[src/rtl/pkg_ram.sv]
// Shared RAM geometry constants, load-size encoding and load FSM states.
package pkg_ram;

   localparam int RAM_DATA_BYTES = 4;
   localparam int RAM_ADDR_W     = 16;

   typedef enum logic [1:0] {
      BYTE = 2'd0,
      WORD = 2'd1,
      LONG = 2'd2,
      QUAD = 2'd3
   } load_size_t;

   typedef enum logic [2:0] {
      IDLE,
      RD_LO,
      RD_HI,
      FILL,
      RESP
   } state_t;

endpackage

[src/rtl/ram_byte_shift.sv]
// Combinational right shift of a byte vector by a whole number of bytes,
// returning only the low OUT_BYTES bytes of the result.
module ram_byte_shift #(
   parameter int IN_BYTES  = 8,
   parameter int OUT_BYTES = 4,
   parameter int SHIFT_W   = $clog2(IN_BYTES)
) (
   input  logic [8*IN_BYTES-1:0]  din,
   input  logic [SHIFT_W-1:0]     shift,
   output logic [8*OUT_BYTES-1:0] dout
);

   localparam int OUT_W = 8 * OUT_BYTES;

   // Byte offset becomes a bit shift by appending three zero bits.
   always_comb begin
      dout = OUT_W'(din >> {shift, 3'b000});
   end

endmodule

[src/rtl/ram_load_align.sv]
// Unaligned load unit: reads one or two RAM longs, extracts the addressed
// field and returns it zero- or sign-extended to a full long.
module ram_load_align
   import pkg_ram::*;
#(
   parameter int DATA_BYTES = RAM_DATA_BYTES,
   parameter int ADDR_W     = RAM_ADDR_W
) (
   input  logic                                   clk,
   input  logic                                   rst_n,
   input  logic                                   req_valid,
   output logic                                   req_ready,
   input  logic [ADDR_W-1:0]                      req_addr,
   input  logic [1:0]                             req_size,
   input  logic                                   req_signed,
   output logic                                   ram_rd_en,
   output logic [ADDR_W-$clog2(DATA_BYTES)-1:0]   ram_addr,
   input  logic [8*DATA_BYTES-1:0]                ram_rd_data,
   output logic                                   rsp_valid,
   input  logic                                   rsp_ready,
   output logic [8*DATA_BYTES-1:0]                rsp_data
);

   localparam int LOG_DB = $clog2(DATA_BYTES);
   localparam int IDX_W  = ADDR_W - LOG_DB;
   localparam int DW     = 8 * DATA_BYTES;

   state_t             state;
   state_t             state_next;
   logic               run_q;
   logic [ADDR_W-1:0]  addr_q;
   load_size_t         size_q;
   logic               signed_q;
   logic [DW-1:0]      lo_data_q;
   logic [DW-1:0]      rsp_data_q;

   logic [LOG_DB-1:0]  offset;
   logic [IDX_W-1:0]   lo_idx;
   int                 width_bytes;
   logic               span;
   load_size_t         size_clamped;
   logic [2*DW-1:0]    window;
   logic [DW-1:0]      field;
   logic [DW-1:0]      extended;
   logic               sign_bit;

   assign offset    = addr_q[LOG_DB-1:0];
   assign lo_idx    = addr_q[ADDR_W-1:LOG_DB];
   assign req_ready = run_q && (state == IDLE);
   assign rsp_valid = (state == RESP);
   assign rsp_data  = rsp_data_q;

   // Width in bytes of the registered access and whether it crosses into the next long.
   always_comb begin
      width_bytes = 1 << int'(size_q);
      span        = (int'(offset) + width_bytes) > DATA_BYTES;
   end

   // Requests wider than one long are treated as full-long loads.
   always_comb begin
      if (int'(req_size) > LOG_DB) begin
         size_clamped = load_size_t'(LOG_DB[1:0]);
      end else begin
         size_clamped = load_size_t'(req_size);
      end
   end

   // Two-long window {hi,lo}; hi is zero when the field sits inside one long.
   always_comb begin
      if (span) begin
         window = {ram_rd_data, lo_data_q};
      end else begin
         window = {{DW{1'b0}}, ram_rd_data};
      end
   end

   ram_byte_shift #(
      .IN_BYTES  (2 * DATA_BYTES),
      .OUT_BYTES (DATA_BYTES)
   ) u_shift (
      .din   (window),
      .shift ({1'b0, offset}),
      .dout  (field)
   );

   // Keep the low width bytes and fill the rest with zeros or the field's top bit.
   always_comb begin
      sign_bit = 1'b0;
      for (int i = 0; i < DATA_BYTES; i++) begin
         if (i == width_bytes - 1) begin
            sign_bit = field[8*i+7];
         end
      end
      extended = '0;
      for (int i = 0; i < DATA_BYTES; i++) begin
         if (i < width_bytes) begin
            extended[8*i +: 8] = field[8*i +: 8];
         end else begin
            extended[8*i +: 8] = {8{signed_q & sign_bit}};
         end
      end
   end

   // Next-state logic and RAM read strobes.
   always_comb begin
      state_next = state;
      ram_rd_en  = 1'b0;
      ram_addr   = lo_idx;
      case (state)
         IDLE: begin
            if (req_valid && req_ready) begin
               state_next = RD_LO;
            end
         end
         RD_LO: begin
            ram_rd_en  = 1'b1;
            ram_addr   = lo_idx;
            state_next = span ? RD_HI : FILL;
         end
         RD_HI: begin
            ram_rd_en  = 1'b1;
            ram_addr   = lo_idx + IDX_W'(1);
            state_next = FILL;
         end
         FILL: begin
            state_next = RESP;
         end
         RESP: begin
            if (rsp_ready) begin
               state_next = IDLE;
            end
         end
         default: begin
            state_next = IDLE;
         end
      endcase
   end

   // State register.
   always_ff @(posedge clk or negedge rst_n) begin
      if (!rst_n) begin
         state <= IDLE;
      end else begin
         state <= state_next;
      end
   end

   // Holds req_ready low until the first clock edge after reset releases.
   always_ff @(posedge clk or negedge rst_n) begin
      if (!rst_n) begin
         run_q <= 1'b0;
      end else begin
         run_q <= 1'b1;
      end
   end

   // Request capture, low-long capture and result register.
   always_ff @(posedge clk or negedge rst_n) begin
      if (!rst_n) begin
         addr_q     <= '0;
         size_q     <= BYTE;
         signed_q   <= 1'b0;
         lo_data_q  <= '0;
         rsp_data_q <= '0;
      end else begin
         if (req_valid && req_ready) begin
            addr_q   <= req_addr;
            size_q   <= size_clamped;
            signed_q <= req_signed;
         end
         if (state == RD_HI) begin
            lo_data_q <= ram_rd_data;
         end
         if (state == FILL) begin
            rsp_data_q <= extended;
         end
      end
   end

endmodule
[config.mk]
export PLATFORM = sky130hd
export DESIGN_NAME = ram_load_align
export DESIGN_NICKNAME = d
export VERILOG_FILES = /design/src/rtl/pkg_ram.sv /design/src/rtl/ram_byte_shift.sv /design/src/rtl/ram_load_align.sv
export SDC_FILE = /design/constraint.sdc
export NUM_CORES = 1
export LEC_CHECK = 0
export CORE_MARGIN = 3
export CORE_UTILIZATION = 30
export CTS_CLUSTER_SIZE = 24
export DETAILED_ROUTE_END_ITERATION = 7
export GPL_ROUTABILITY_DRIVEN = 0
export PLACE_DENSITY_LB_ADDON = 0.08
export RECOVER_POWER = 25
export SETUP_SLACK_MARGIN = 0.4
export SYNTH_ARGS = -nofsm -noshare
export SYNTH_HDL_FRONTEND = slang
export SYNTH_SLANG_ARGS = --single-unit
export TNS_END_PERCENT = 20
[constraint.sdc]
create_clock -name clk -period 3.8 [get_ports clk]
set_input_delay 0.76 -clock clk [delete_from_list [all_inputs] [get_ports clk]]
set_output_delay 0.76 -clock clk [all_outputs]
set_load 0.02 [all_outputs]
-- Yosys cells after proc, flatten, opt, wreduce, memory -nomap -nowiden
Index checks and enable logic that the tools add are counted.
- $lt $le $gt $ge: 6
- bitwise gates (word level): 1
- shift-type cells: 2
- multiplexer cells: 16
- add/subtract/negate cells: 3
- reductions and logical operators: 6
- equal/unequal tests: 9
- operators with widths (kind ; count):
    3-bit by 32-bit equality test with 1-bit output (first input constant) ; 2
    3-bit by 32-bit less-than comparator with 1-bit output (first input constant) ; 2
    64-bit 2-to-1 mux ; 1
    64-bit by 5-bit >> shifter with 32-bit output ; 1
    3-bit by 32-bit adder with 32-bit output ; 1
    2-bit by 32-bit equality test with 1-bit output (first input constant) ; 1
    32-bit by 4-bit > comparator with 1-bit output (second input constant) ; 1
    32-bit logical NOT ; 1
    1-bit by 32-bit less-than comparator with 1-bit output (first input constant) ; 1
    2-bit by 32-bit less-than comparator with 1-bit output (first input constant) ; 1
    8-bit 2-to-1 mux ; 4
    1-bit by 2-bit left shift with 32-bit output (first input constant) ; 1
    32-bit by 2-bit subtractor with 32-bit output (second input constant) ; 1
    3-bit one-hot mux with 5 select lines ; 1
    14-bit by 1-bit adder with 14-bit output (second input constant) ; 1
    14-bit 2-to-1 mux ; 1
    3-bit by 2-bit equality test with 1-bit output (second input constant) ; 2
    1-bit 2-to-1 mux ; 6
    3-bit 2-to-1 mux ; 2
    2-bit by 1-bit != test with 1-bit output (second input constant) ; 2
    3-bit by 1-bit equality test with 1-bit output (second input constant) ; 1
    3-bit equality test (second input constant) ; 1
    3-bit logical NOT ; 1
    2-bit > comparator (second input constant) ; 1
    5 further kinds ; 6
- bits in registers: 87
- output and inout port bits: 49

-- Logic depth before layout (Yosys ltp)
- depth after elaboration: 11
- gate-level depth with buffers: 15
- mapped depth without buffers: 11

-- Modules after synthesis
A second synthesis with hierarchy kept.
- cells, all modules: 562
- area total of the unflattened synthesis: 6013.3 um2
- by module, submodules not included (module ; cells each ; seq. area each (um2) ; times used ; area an instance (um2)):
    ram_load_align ; 377 ; 2177.1 ; 1 ; 4370.4
    ram_byte_shift ; 185 ; 0.0 ; 1 ; 1642.8

-- Worst setup path after synthesis
Ideal clock, no wire load.
- kind: register to register
- start: register addr_q[1]
- end: register rsp_data_q[22], in the netlist rsp_data[22]
- arrival: 3343 ps
- library setup time: 142 ps
- stages on the path, launching flop included: 15
- period minus slack after synthesis: 3485 ps
- path buffers: 5
- required time: 3658 ps
- setup slack: 315 ps
- cell sequence: dfrtp_1 -> clkbuf_1 -> clkbuf_1 -> clkbuf_1 -> clkbuf_1 -> xnor2_1 -> ha_1 -> o21ai_1 -> a21boi_1 -> o211a_1 -> a311oi_2 -> a211oi_1 -> o211ai_2 -> buf_6 -> o311ai_1
- longest elaborated chain between the ends: 10
- RTL lines (what ; line ; source):
    start: declaration ; ram_load_align.sv:31 ; logic [ADDR_W-1:0] addr_q;
    start signal: assignment ; ram_load_align.sv:167 ; addr_q <= req_addr;
    3-bit by 32-bit adder with 32-bit output ; ram_load_align.sv:56 ; span = (int'(offset) + width_bytes) > DATA_BYTES;
    32-bit by 4-bit > comparator with 1-bit output ; ram_load_align.sv:56 ;
    64-bit 2-to-1 mux ; ram_load_align.sv:70 ; if (span) begin
    64-bit by 5-bit >> shifter with 32-bit output (*) ; ram_byte_shift.sv:17 ; dout = OUT_W'(din >> {shift, 3'b000});
    1-bit 2-to-1 mux (4 in series) ; ram_load_align.sv:90 ; if (i == width_bytes - 1) begin
    1-bit AND ; ram_load_align.sv:99 ; extended[8*i +: 8] = {8{signed_q & sign_bit}};
    8-bit 2-to-1 mux (*) ; ram_load_align.sv:96 ; if (i < width_bytes) begin
    end signal: assignment ; ram_load_align.sv:175 ; rsp_data_q <= extended;
    end: declaration ; ram_load_align.sv:35 ; logic [DW-1:0] rsp_data_q;
Every way passes the cells marked *; elsewhere a longest branch is shown, timed or not.
A chain may end at the register's enable or synchronous reset.

-- Worst setup path in the final report
- start: register state[2]
- end: output ram_addr[12]
- longest elaborated chain between the ends: 2
- RTL lines (what ; line ; source):
    start: declaration ; ram_load_align.sv:28 ; state_t state;
    start signal: assignment ; ram_load_align.sv:144 ; state <= state_next;
    3-bit by 2-bit equality test with 1-bit output ; ram_load_align.sv:109 ; case (state)
    14-bit 2-to-1 mux ; ram_load_align.sv:109 ;
    end: declaration ; ram_load_align.sv:17 ; output logic [ADDR_W-$clog2(DATA_BYTES)-1:0] ram_addr,
No other way between the ends.

==> results_dict.tcl <==
set metrics [dict create \
    cts_hold_buf 0 \
    relSlewSlack_pct -19.9 \
    synthesis.instances 438 \
    crit_fanout 8 \
    critPathRequiredTime_ns 3.04 \
    syn_nets 496 \
    grt_start_max_net_pins 52 \
    ioPinCount 104 \
    dp_hpwl_um 10100 \
    post_cts_buffers 0 \
    report.power.total_mw 7.31 \
    endpoint "ram_addr[12]" \
    synth_top_cell_area_share_pct 43.1 \
    yosysTopAreaCell "dfrtp_1" \
    tritoncts "done" \
    gr-total-overflow 0 \
    syn_avg_cell_area_um2 11.5 \
    yosysSeqAreaShare_pct 43.1 \
    synth_cell_types 58 \
    grt_pass1_wl_um 22300 \
    nets 598 \
    port_buffers 103 \
    die_h_um 136 \
    avgRoutedWirePerCell_um 18.7 \
    outcome "finished with violations" \
    ys_warn_count 0 \
    yosysMostFrequentCell "dfrtp_1" \
    async_flop_share_pct 100 \
    r2r-start "size_q[1]" \
    start_util_pct 31.2 \
    cts.htree.levels 3 \
    synth.area.top_cells "dfrtp_1, mux2_2, mux2i_1" \
    vias 3878 \
    cts.clk_slew.worst_paths_ns 0.06 \
    root_buffer "clkbuf_16" \
    clock-sinks 87 \
    drv_slew 33 \
    drive_gt1_share_pct 23.3 \
    drtPass1Iterations 4 \
    maxCapViolations 1 \
    r2r_end "rsp_data[22]" \
    synthTopCellsByCount "dfrtp_1, mux2_2, mux2i_1" \
    ys_seq_elements 87 \
    peakVddDrop_uv 598 \
    grt_usage_pct 15.7 \
    fp.dieW_um 136 \
    fin_skew_ns 0.00965 \
    antennaDiodeCount 0 \
    final-setup-viol-count 0 \
    power_density_nw_per_um2 1090 \
    fin_crit_ns 3.34 \
    drtIter0Drc 218 \
    grt_pass1_vias 3933 \
    num-fill-cells 1551 \
    synth_enable_flop_cells 0 \
    wirelength_um 14200 \
    post-route-util_pct 41.5 \
    dieArea_um2 18400 \
    rsz0062_at_grt "true" \
    cp-startpoint "state[2]" \
    numCtsBuffers 9 \
    hold_class "register to register" \
    startpoint_type "register" \
    worst_pin_slew_ns 1.80 \
    p_leak_nw 2.77 \
    failed_checks "capacitance limit, slew limit" \
    worst-r2r-setup-slack_ns 0.62 \
    clk_latency_ns 0.35 \
    ant_nets 0 \
    cp.arrival_ns 2.58 \
    finalSetupTns_ns 0 \
    post-route-drc-count 0 \
    end_kind "output pin" \
    cts_buffer_depth 2 \
    area_growth_pct 32.9 \
    worstSetupPathType "register to output pin" \
    synth-main-ff-cell "dfrtp_1" \
    rows 46 \
    synth_area_um2 5050 \
    via_per_inst 5.10 \
    period_share_pct 88.0 \
    antenna_found_initial 0 \
    fmax_mhz 299 \
    ff2ff_path_depth 12 \
    finalHoldViolCount 0 \
    core-area_um2 16200 \
]
## power breakdown
group / total, mW / switching (mW) / internal, mW
sequential: 1.73 / 0.348 / 1.38
combinational: 4.53 / 2.34 / 2.19
clock: 1.04 / 0.398 / 0.645
total: 7.31 / 3.09 / 4.22
## sequential cells by signal, summed over array words and instances (netlist names)
register and count:
lo_data_q 32, rsp_data 32, addr_q 16, state 3, size_q 2, run_q 1, signed_q 1
## metrics by stage
step	hold slack [ns]	setup WS (ns)	cells	cell area (µm²)
6_report	0.483	0.458	761	6720
4_1_cts	0.363	0.357	761	6720
5_1_grt	0.523	0.257	761	6720
3_3_place_gp	0.467	0.657	745	6370
3_5_place_dp	0.477	0.618	745	6370
2_1_floorplan	0.464	0.409	438	5050
## kinds of logic after synthesis
family / after synthesis / share of synthesized area (%)
xor+xnor: 16 / 2.92
simple gates: 98 / 9.80
other cells: 1 / 0.0742
mux: 113 / 27.0
compound gates: 85 / 13.0
flops: 87 / 43.1
buf+inv: 35 / 3.32
fa+ha+maj: 3 / 0.743
## layout make-up
| cell class | instances | area (µm²) | share of cell area (%) |
|---|---|---|---|
| Multi-Input combinational cell | 316 | 2720 | 40.4 |
| Sequential cell | 87 | 2180 | 32.4 |
| Timing Repair Buffer | 121 | 1190 | 17.7 |
| Tap cell | 216 | 270 | 4.02 |
| Clock buffer | 9 | 225 | 3.35 |
| Clock inverter | 7 | 120 | 1.79 |
| Inverter | 5 | 18.8 | 0.279 |
## layout by cell type, fill, tap and decap left out, types with 7 or more instances in the layout
cell type | netlist | layout
clkdlybuf4s50_1 | 0 | 99
mux2i_1 | 42 | 42
o211ai_2 | 8 | 8
nand2_1 | 38 | 38
dfrtp_1 | 87 | 86
mux4_2 | 13 | 13
buf_4 | 2 | 15
nor2_1 | 17 | 17
clkbuf_16 | 0 | 9
o21ai_0 | 26 | 26
xnor2_1 | 12 | 12
mux2_2 | 58 | 58
o22a_1 | 8 | 8
nor2b_1 | 7 | 7
nand3_1 | 13 | 13
## what timing repair did
| action | in CTS | in global routing |
|---|---|---|
| setup endpoints to repair | 1 | 17 |
| resized for setup | 0 | 3 |
| cloned | 0 | 0 |
## layer usage
layer	vias up	track usage, %	part of all wire [%]
li1	1836	-	-
met1	1914	23.8	51
met2	115	22.9	43
met3	13	2.93	5.3
met4	0	4.37	1.0
met5	-	0	0
## worst max-delay path: stages (launching register included)
cell,delay (ns)
dfrtp_1,0.48
nor3_4,0.33
nand4_1,0.23
nor2_1,0.29
nand3_1,0.14
xnor2_1,0.15
clkdlybuf4s50_1,0.62
## how the worst min path moves through the flow
stage | slack [ns] | end | cells past startpoint | from
final | 0.48 | rsp_data[7] | 2 | rsp_data[7]
after global routing | 0.52 | lo_data_q[28] | 1 | lo_data_q[28]
after CTS | 0.36 | rsp_data[4] | 1 | rst_n
after detailed placement | 0.48 | rsp_data[6] | 2 | rsp_data[6]
after global placement | 0.47 | rsp_data[0] | 2 | rsp_data[0]
after floorplan | 0.46 | addr_q[0] | 0 | rst_n
No activity file was read; power rests on OpenSTA's default activity.
